File: config.mk
export PLATFORM = sky130hd
export DESIGN_NAME = nebula_output_alloc
export DESIGN_NICKNAME = d
export VERILOG_FILES = /design/src/rtl/nebula_pkg.sv /design/src/rtl/nebula_credit_counter.sv /design/src/rtl/nebula_output_alloc.sv
export SDC_FILE = /design/constraint.sdc
export NUM_CORES = 1
export LEC_CHECK = 0
export ABC_AREA = 1
export BUFFER_PORTS_ARGS = -buffer_cell sky130_fd_sc_hd__buf_2
export CORE_ASPECT_RATIO = 0.6
export CORE_MARGIN = 10
export CORE_UTILIZATION = 50
export CTS_CLUSTER_SIZE = 12
export DETAILED_ROUTE_END_ITERATION = 16
export HOLD_SLACK_MARGIN = 0.02
export PLACE_DENSITY_LB_ADDON = 0.05
export SKIP_CTS_REPAIR_TIMING = 1
export SLEW_MARGIN = 20
export SYNTH_ARGS = -nofsm -noshare
export SYNTH_HDL_FRONTEND = slang
export SYNTH_SLANG_ARGS = --single-unit
File: constraint.sdc
create_clock -name clk -period 6.9 [get_ports clk]
set_input_delay 0.69 -clock clk [delete_from_list [all_inputs] [get_ports clk]]
set_output_delay 0.69 -clock clk [all_outputs]
set_load 0.005 [all_outputs]
File: src/rtl/nebula_pkg.sv
// Shared Nebula router types: flit format, port count and output-allocator FSM states.
package nebula_pkg;

    localparam int unsigned NUM_PORTS = 5;
    localparam int unsigned FLIT_W    = 16;

    typedef logic [FLIT_W-1:0] flit_t;

    typedef enum logic [0:0] {
        ALLOC  = 1'b0,
        LOCKED = 1'b1
    } alloc_state_e;

endpackage

File: src/rtl/nebula_credit_counter.sv
// Downstream credit counter: starts full, pop decrements, credit return increments,
// saturating at CREDIT_DEPTH and never underflowing.
module nebula_credit_counter #(
    parameter int unsigned CREDIT_DEPTH = 4,
    parameter int unsigned CRED_W       = $clog2(CREDIT_DEPTH + 1)
) (
    input  logic              clk,
    input  logic              rst,
    input  logic              dec,
    input  logic              inc,
    output logic [CRED_W-1:0] count,
    output logic              has_credit
);

    localparam logic [CRED_W-1:0] FULL = CRED_W'(CREDIT_DEPTH);

    logic [CRED_W-1:0] r_count;
    logic [CRED_W-1:0] w_count_next;
    logic              w_full;
    logic              w_empty;

    assign w_full     = (r_count == FULL);
    assign w_empty    = (r_count == '0);
    assign count      = r_count;
    assign has_credit = !w_empty;

    // A pop and a returned credit in the same cycle cancel out.
    always_comb begin
        w_count_next = r_count;
        if (inc && !dec && !w_full) begin
            w_count_next = r_count + CRED_W'(1);
        end else if (dec && !inc && !w_empty) begin
            w_count_next = r_count - CRED_W'(1);
        end
    end

    always_ff @(posedge clk) begin
        if (rst) begin
            r_count <= FULL;
        end else begin
            r_count <= w_count_next;
        end
    end

    always_ff @(posedge clk) begin
        if (!rst && inc && !dec) begin
            assert (!w_full)
            else $warning("credit returned while counter already full; ignored");
        end
        if (!rst && dec) begin
            assert (!w_empty)
            else $error("pop issued with no credit available");
        end
    end

endmodule

File: src/rtl/nebula_output_alloc.sv
// Per-output allocator: head requests to the arbiter, wormhole lock to the winner, credit-gated
// registered flit forwarding. Define NEBULA_OUT_ALLOC_STATS_EN for stat_flits/stat_pkts.
module nebula_output_alloc
    import nebula_pkg::*;
#(
    parameter int unsigned NUM_REQS     = NUM_PORTS,
    parameter int unsigned REQ_WIDTH    = $clog2(NUM_REQS),
    parameter int unsigned CREDIT_DEPTH = 4,
    parameter int unsigned CRED_W       = $clog2(CREDIT_DEPTH + 1)
) (
    input  logic                 clk,
    input  logic                 rst,
    input  logic [NUM_REQS-1:0]  in_valid,
    input  flit_t                in_flit [NUM_REQS],
    input  logic [NUM_REQS-1:0]  in_head,
    input  logic [NUM_REQS-1:0]  in_tail,
    output logic [NUM_REQS-1:0]  in_pop,
    output logic [NUM_REQS-1:0]  arb_req,
    input  logic [NUM_REQS-1:0]  arb_grant,
    input  logic                 arb_grant_valid,
    input  logic [REQ_WIDTH-1:0] arb_grant_id,
    output logic                 out_valid,
    output flit_t                out_flit,
    input  logic                 credit_in,
    output logic                 lock_active,
    output logic [REQ_WIDTH-1:0] lock_owner
`ifdef NEBULA_OUT_ALLOC_STATS_EN
    ,
    output logic [31:0]          stat_flits,
    output logic [31:0]          stat_pkts
`endif
);

    alloc_state_e         r_state;
    alloc_state_e         w_state_next;
    logic [REQ_WIDTH-1:0] r_owner;
    logic [REQ_WIDTH-1:0] w_owner_next;
    logic                 r_lock_active;
    logic                 r_out_valid;
    flit_t                r_out_flit;

    logic [CRED_W-1:0]    w_credit_count;
    logic                 w_has_credit;
    logic [NUM_REQS-1:0]  w_head_req;
    logic [NUM_REQS-1:0]  w_grant_onehot;
    logic                 w_id_in_range;
    logic                 w_grant_ok;
    logic [REQ_WIDTH-1:0] w_sel;
    logic                 w_pop_any;

    assign w_head_req     = in_valid & in_head;
    assign w_id_in_range  = (32'(arb_grant_id) < NUM_REQS);
    assign w_grant_onehot = NUM_REQS'(1) << arb_grant_id;

    // A grant is honoured only if the one-hot and binary forms agree and point at a live head.
    assign w_grant_ok = arb_grant_valid && w_id_in_range && w_has_credit
                        && (arb_grant == w_grant_onehot)
                        && ((w_head_req & w_grant_onehot) != '0);

    always_comb begin
        w_state_next = r_state;
        w_owner_next = r_owner;
        w_sel        = r_owner;
        in_pop       = '0;
        arb_req      = '0;
        if (!rst) begin
            case (r_state)
                ALLOC: begin
                    if (w_has_credit) begin
                        arb_req = w_head_req;
                    end
                    if (w_grant_ok) begin
                        w_sel        = arb_grant_id;
                        in_pop       = w_grant_onehot;
                        w_owner_next = arb_grant_id;
                        if (!in_tail[arb_grant_id]) begin
                            w_state_next = LOCKED;
                        end
                    end
                end
                LOCKED: begin
                    // Requests stay low so the arbiter's priority does not move mid-packet.
                    if (in_valid[r_owner] && w_has_credit) begin
                        in_pop = NUM_REQS'(1) << r_owner;
                        if (in_tail[r_owner]) begin
                            w_state_next = ALLOC;
                        end
                    end
                end
                default: w_state_next = ALLOC;
            endcase
        end
    end

    assign w_pop_any = |in_pop;

    always_ff @(posedge clk) begin
        if (rst) begin
            r_state       <= ALLOC;
            r_owner       <= '0;
            r_lock_active <= 1'b0;
            r_out_valid   <= 1'b0;
            r_out_flit    <= '0;
        end else begin
            r_state       <= w_state_next;
            r_owner       <= w_owner_next;
            r_lock_active <= (w_state_next == LOCKED);
            r_out_valid   <= w_pop_any;
            if (w_pop_any) begin
                r_out_flit <= in_flit[w_sel];
            end
        end
    end

    assign out_valid   = r_out_valid;
    assign out_flit    = r_out_flit;
    assign lock_active = r_lock_active;
    assign lock_owner  = r_owner;

    nebula_credit_counter #(
        .CREDIT_DEPTH (CREDIT_DEPTH),
        .CRED_W       (CRED_W)
    ) u_credit_counter (
        .clk        (clk),
        .rst        (rst),
        .dec        (w_pop_any),
        .inc        (credit_in),
        .count      (w_credit_count),
        .has_credit (w_has_credit)
    );

    always_ff @(posedge clk) begin
        if (!rst && r_state == ALLOC && arb_grant_valid) begin
            assert (w_grant_ok)
            else $warning("grant without matching head request; ignored");
        end
        if (!rst) begin
            assert ($onehot0(in_pop))
            else $error("in_pop is not one-hot");
            assert (w_credit_count <= CRED_W'(CREDIT_DEPTH))
            else $error("credit count above depth");
        end
    end

`ifdef NEBULA_OUT_ALLOC_STATS_EN
    logic [31:0] r_stat_flits;
    logic [31:0] r_stat_pkts;

    always_ff @(posedge clk) begin
        if (rst) begin
            r_stat_flits <= '0;
            r_stat_pkts  <= '0;
        end else begin
            if (w_pop_any) begin
                r_stat_flits <= r_stat_flits + 32'd1;
            end
            if (w_pop_any && in_tail[w_sel]) begin
                r_stat_pkts <= r_stat_pkts + 32'd1;
            end
        end
    end

    assign stat_flits = r_stat_flits;
    assign stat_pkts  = r_stat_pkts;
`endif

endmodule

==> results of run 1 <==
[cells by family after synthesis]
kind of cell / count (synthesis) / share of synthesized area (%)
fa+ha+maj: 1 / 0.747
buf+inv: 128 / 20.0
flops: 24 / 17.9
simple gates: 284 / 48.9
compound gates: 64 / 12.4
[stage by stage]
stage	area (um^2)	util (%)	total power [mW]
detailed placement	3300	64.3	0.257
finish	3350	65.3	0.352
global placement	3300	64.3	0.254
CTS	3350	65.3	0.350
global route	3350	65.3	0.373
floorplan	2680	-	0.208
[layout by cell type (no fill, tap or decap)]
master,netlist,routed
inv_2,5,5
nor3_1,8,8
a21oi_1,35,35
a31oi_1,1,1
o21ai_0,22,22
fa_1,1,1
buf_4,5,1
nor4_1,1,1
o31ai_1,1,1
clkinv_1,3,3
nand3b_1,1,1
nand3_1,106,106
nand4_1,10,10
nand2_4,1,1
nor2_4,4,4
and3_1,1,1
nand2_1,119,119
clkbuf_8,0,4
inv_1,93,93
nand2_2,2,2
o21bai_1,1,1
dfxtp_1,24,24
a22oi_1,1,1
nor2_2,2,2
o21ai_1,2,2
nand3_2,3,3
buf_2,12,137
o21ai_2,1,1
nor2_1,26,26
[state kept, by name, summed over array words and instances, names as in the netlist]
register and cells:
lock_active 1, lock_owner 3, out_flit 16, out_valid 1
u_credit_counter.count 3
[critical path, delay by kind of cell]
kind | cells | cell delay, ps
simple gates | 14 | 2850
compound gates | 1 | 70
buf+inv | 2 | 210
[routing by layer]
metal	vias up	part of all wire, %	GRT usage, %
met1	1611	46	33.6
li1	1825	-	-
met3	7	13	7.07
met5	-	0	0
met4	0	0.47	2.24
met2	189	40	30.0
[worst paths after layout]
kind                                                        startpoint                                      to  slack (ps)  depth (start not counted)
worst max-delay path                                   arb_grant_id[1]                out_flit[6]$_SDFFE_PP0P_        3210                         17
worst min-delay path            u_credit_counter.count[2]$_SDFFE_PP1P_  u_credit_counter.count[2]$_SDFFE_PP1P_         540                          2
worst min register to register  u_credit_counter.count[2]$_SDFFE_PP1P_  u_credit_counter.count[2]$_SDFFE_PP1P_         540                          2
worst max register to register  u_credit_counter.count[0]$_SDFFE_PP0P_                out_flit[6]$_SDFFE_PP0P_        3390                         15
[synthesized netlist by cell type, types with 2 or more instances]
master | n | area [um^2]
inv_2 | 5 | 18.8
nor2_4 | 4 | 45.0
buf_6 | 3 | 33.8
dfxtp_1 | 24 | 480
nor2_1 | 26 | 97.6
nor3_1 | 8 | 40.0
nand2_1 | 119 | 447
clkinv_1 | 3 | 11.3
buf_2 | 12 | 60.1
buf_4 | 5 | 37.5
o21ai_1 | 2 | 10.0
inv_1 | 93 | 349
clkbuf_1 | 4 | 15.0
o21ai_0 | 22 | 110
a21oi_1 | 35 | 175
nor2_2 | 2 | 12.5
nand3_1 | 106 | 531
nand4_1 | 10 | 62.6
nand3_2 | 3 | 30.0
nand2_2 | 2 | 12.5
buf_1 | 3 | 11.3
[area by class of cell]
cell class / count / share of cell area, %
Clock buffer: 4 / 1.64
Inverter: 101 / 11.3
Multi-Input combinational cell: 349 / 49.6
Sequential cell: 24 / 14.3
Tap cell: 66 / 2.46
Timing Repair Buffer: 138 / 20.7
[report_power, final]
group / switching (mW) / leakage (nW) / total [mW] / internal, mW
registers: 0.00277 / 0.193 / 0.145 / 0.142
logic: 0.0628 / 1.98 / 0.112 / 0.0488
clock network: 0.0444 / 0.0288 / 0.0954 / 0.0510
==> metrics.cfg, run 1 <==
[grt]
grt_pass1_vias = 3386
grt_max_degree = 51
grt_pass1_wl_um = 16800
grt_overflow = 0
antenna_found_initial = 0
grt_usage_pct = 22.2

[setup_path]
critical_path.slowest_cell = nand2_2
cp_max_fo = 50
slowest_delay_ps = 810
crit_path_cell_trace = buf_2 -> nor2_4 -> nand2_1 -> nand2_1 -> nand2_1 -> inv_1 -> nand2_1 -> nor2_4 -> nand3_2 -> nand2_1 -> nand3_2 -> nand2_2 -> nand2_1 -> nand3_1 -> nand2_1 -> nand2_1 -> a21oi_1
worstSetupEndpointType = flop
required_ps = 7060
arrival_ps = 3850
crit_top_cell = nand2_1
worstSetupStartpointType = input pin
crit_type = input pin to flop

[cells_and_area]
fill_cells = 538
syn2layout_area_growth_pct = 25.1
multi_input_area_um2 = 1660
n_antenna_cell = 0
nets = 725
register_area_um2 = 480
final_cells = 682
layout-drive-gt1-share_pct = 26.0

[sta]
finalSetupTns_ps = 0
tightest_slew_ps = 940
setup_viol = 0
timing.final.ws_setup_ps = 3210
rsz0062_at_grt = false
timing.slew.headroom_pct = 37.3
holdWs_ps = 536
timing.final.crit_share_pct = 53.5
finalCriticalPeriod_ps = 3690
slew_violations = 0
hold_viol = 0
clock.fmax_mhz = 271
fin_skew_ps = 6.27

[die]
io_pins = 138
dieArea_um2 = 8780
coreArea_um2 = 5130
fp.dieW_um = 114
initial_utilization_pct = 52.2
std_cell_rows = 20
die_h_um = 76.7

[routing]
drt_iter0_markers = 416
drt_pre_antenna_iters = 5
vias_per_cell = 5.33
wl_um = 10300
vias = 3632
ant_nets = 0
wl_per_cell_um = 15.1
drc = 0

[clock_tree]
cts_root_buffer = clkbuf_8
path_clk_slew_ps = 90
tritoncts = done
insertion_delay_ps = 270
cts_buffers = 3
clk_path_buf_depth = 2
htreeDepth = 1
clock-sinks = 24

[run]
maxCapViolations = 0

[yosys]
synth_top_flop_cell = dfxtp_1
synth_warnings = 0
ys_seq_elements = 24
ys_types = 31
synth_area_um2 = 2680
synth_edf_count = 0
synth-async-reset-ratio_pct = 0
syn_nets = 609
syn_avg_cell_area_um2 = 5.35
syn_inst = 501
seq_area_frac_synth_pct = 17.9

[min_path]
holdCritPathClass = flop to flop

[place]
port_buffers = 137
placed_cells = 678
dpl.hpwl_um = 8310
finalWeightedCongestion = 0.937
pre_cts_slack_ps = 2980

[power_and_ir_drop]
cellPowerDensity_nw_per_um2 = 105
ir_drop_uv = 85.0
p_leak_nw = 2.20

[run_status]
status = finished clean

(Power assumes the default switching activity.)
==> run 2: changes to the inputs <==
CORE_UTILIZATION = 42   (was 50)
clock period = 3.06 ns   (was 6.9 ns; I/O delays follow)
==> run 2 against run 1 <==
Effect of this change: utilization shrank 9.5 points; largest power group unchanged; wire length is 0.13% lower; via count increased by 0.22%; non-clock buffer count increased by 5; register-to-register slack got worse by 2900 ps.
==> metrics.cfg, run 2 (synthesis results as in run 1) <==
[setup_path]
worstSetupStartpoint = u_credit_counter.count[0]$_SDFFE_PP0P_  ; was arb_grant_id[1]
r2r-end = u_credit_counter.count[2]$_SDFFE_PP1P_  ; was out_flit[6]$_SDFFE_PP0P_
cp_max_fo = 7  ; was 50
endpoint = u_credit_counter.count[2]$_SDFFE_PP1P_  ; was out_flit[6]$_SDFFE_PP0P_
r2r_setup_slack_ps = 440  ; was 3390 ps
worstSetupStartpointType = flop  ; was input pin
required_ps = 3220  ; was 7060 ps
worstReg2RegStart = u_credit_counter.count[0]$_SDFFE_PP0P_  ; unchanged
worstSetupEndpointType = flop  ; unchanged
r2r_cells = 17  ; was 15
arrival_ps = 2780  ; was 3850 ps
crit_type = flop to flop  ; was input pin to flop

[die]
initial_utilization_pct = 43.6  ; was 52.2%
die_h_um = 81.9  ; was 76.7 um
fp.dieW_um = 123  ; was 114 um
coreArea_um2 = 6140  ; was 5130 um^2
std_cell_rows = 22  ; was 20
io_pins = 138  ; unchanged
dieArea_um2 = 10100  ; was 8780 um^2

[power_and_ir_drop]
p_leak_nw = 2.23  ; was 2.20 nW
clkPwrFrac_pct = 32.9  ; was 27.1%
p_sw_uw = 253  ; was 110 uW
cellPowerDensity_nw_per_um2 = 251  ; was 105 nW/um^2
pwr-share-comb_pct = 29.0  ; was 31.7%
seq_power_share_pct = 38.1  ; was 41.2%
p_int_uw = 606  ; was 242 uW
ir_drop_uv = 173  ; was 85.0 uV
switching_share_pct = 29.4  ; was 31.3%

[sta]
rsz0062_at_grt = false  ; unchanged
finalCriticalPeriod_ps = 2620
timing.slew.headroom_pct = 51.9  ; was 37.3%
finalSetupTns_ps = 0  ; unchanged
slew_violations = 0  ; unchanged
holdWs_ps = 269  ; was 536 ps
tightest_slew_ps = 721  ; was 940 ps
timing.final.crit_share_pct = 85.5
fin_skew_ps = 7.65  ; was 6.27 ps
clock.fmax_mhz = 382
setup_viol = 0  ; unchanged
hold_viol = 0  ; unchanged

[cells_and_area]
register_area_um2 = 480  ; unchanged
most-common-layout-cells = buf_2 (137), nand2_1 (119), nand3_1 (106), inv_1 (93), a21oi_1 (35)  ; unchanged
n_antenna_cell = 0  ; unchanged
multi_input_area_um2 = 1660  ; unchanged
fill_cells = 674  ; was 538
syn2layout_area_growth_pct = 28.0  ; was 25.1%
largest_register_ffs = 16  ; unchanged
final_common_cell = buf_2  ; unchanged
layout-drive-gt1-share_pct = 26.6  ; was 26.0%
nets = 730  ; was 725

[clock_tree]
tritoncts = done  ; unchanged
cts_root_buffer = clkbuf_8  ; unchanged
htreeDepth = 1  ; unchanged
clock-sinks = 24  ; unchanged
clk_path_buf_depth = 2  ; unchanged
insertion_delay_ps = 270  ; about the same
path_clk_slew_ps = 90  ; about the same
cts_buffers = 3  ; unchanged

[routing]
wl_per_cell_um = 14.6  ; was 15.1 um
ant_nets = 0  ; unchanged
drc = 0  ; unchanged
vias_per_cell = 5.16  ; was 5.33
vias = 3640  ; was 3632
wl_um = 10300  ; about the same
drt_iter0_markers = 403  ; was 416
drt_pre_antenna_iters = 5  ; unchanged

[run]
maxCapViolations = 0  ; unchanged

[grt]
grt_overflow = 0  ; unchanged
grt_pass1_vias = 3145  ; was 3386
grt_max_degree = 33  ; was 51
antenna_found_initial = 0  ; unchanged
grt_pass1_wl_um = 15800  ; was 16800 um
grt_usage_pct = 18.9  ; was 22.2%

[place]
port_buffers = 137  ; unchanged
dpl.hpwl_um = 8280  ; was 8310 um
finalWeightedCongestion = 0.957  ; was 0.937

[min_path]
holdCritPathClass = input pin to flop  ; was flop to flop

[run_status]
status = finished clean  ; unchanged

## run 2: power groups by stage
stage / Clock [mW] / Sequential (mW) / Combinational (mW)
global route: 0.297 / 0.328 / 0.283
CTS: 0.286 / 0.327 / 0.246
global placement: 0 / 0.334 / 0.242
finish: 0.283 / 0.327 / 0.249
detailed placement: 0 / 0.334 / 0.246
floorplan: 0 / 0.332 / 0.137
## run 2: through the flow
stage | cell area, um^2 | instances | utilization [%] | total power, mW | setup WS (ps)
global placement | 3360 | 701 | 54.7 | 0.576 | 430
CTS | 3430 | 705 | 55.9 | 0.860 | 440
floorplan | 2680 | 501 | - | 0.470 | 616
detailed placement | 3360 | 701 | 54.7 | 0.580 | 349
finish | 3430 | 705 | 55.9 | 0.859 | 444
global route | 3430 | 705 | 55.9 | 0.907 | 115
## run 2: metal layers
metal | vias up | share of wire, % | track usage [%]
met5 | - | 0 | 0
met4 | 0 | 0.38 | 1.85
met3 | 8 | 12 | 4.73
met2 | 211 | 40 | 25.3
met1 | 1590 | 47 | 29.5
li1 | 1831 | - | -
## run 2: layout make-up
type	count	share of cell area, %
Clock buffer	3	1.20
Clock inverter	1	0.876
Inverter	101	11.1
Multi-Input combinational cell	349	48.5
Sequential cell	24	14.0
Tap cell	84	3.07
Timing Repair Buffer	143	21.3
## run 2: worst min-delay path by stage
stage | startpoint | endpoint | slack [ps] | depth (start not counted)
6_report | rst | lock_active$_SDFF_PP0_ | 270 | 2
4_1_cts | rst | lock_active$_SDFF_PP0_ | 270 | 2
3_5_place_dp | u_credit_counter.count[2]$_SDFFE_PP1P_ | u_credit_counter.count[2]$_SDFFE_PP1P_ | 520 | 3
3_3_place_gp | u_credit_counter.count[2]$_SDFFE_PP1P_ | u_credit_counter.count[2]$_SDFFE_PP1P_ | 500 | 3
5_1_grt | rst | lock_active$_SDFF_PP0_ | 270 | 2
2_1_floorplan | rst | lock_active$_SDFF_PP0_ | 380 | 1
## run 2: critical path, cell delays in order, from the launching register on
cell and delay [ps]:
dfxtp_1 340, inv_1 110, nand3_1 150, inv_1 220
nor2_1 80, nand3_2 90, nor2_4 60, nand3_1 90
nand2_1 60, nand2_1 120, nand3_1 140, nor2_4 110
nand2_1 130, fa_1 470, inv_1 60, nand3_1 100
nand3_1 90, nand3_1 70
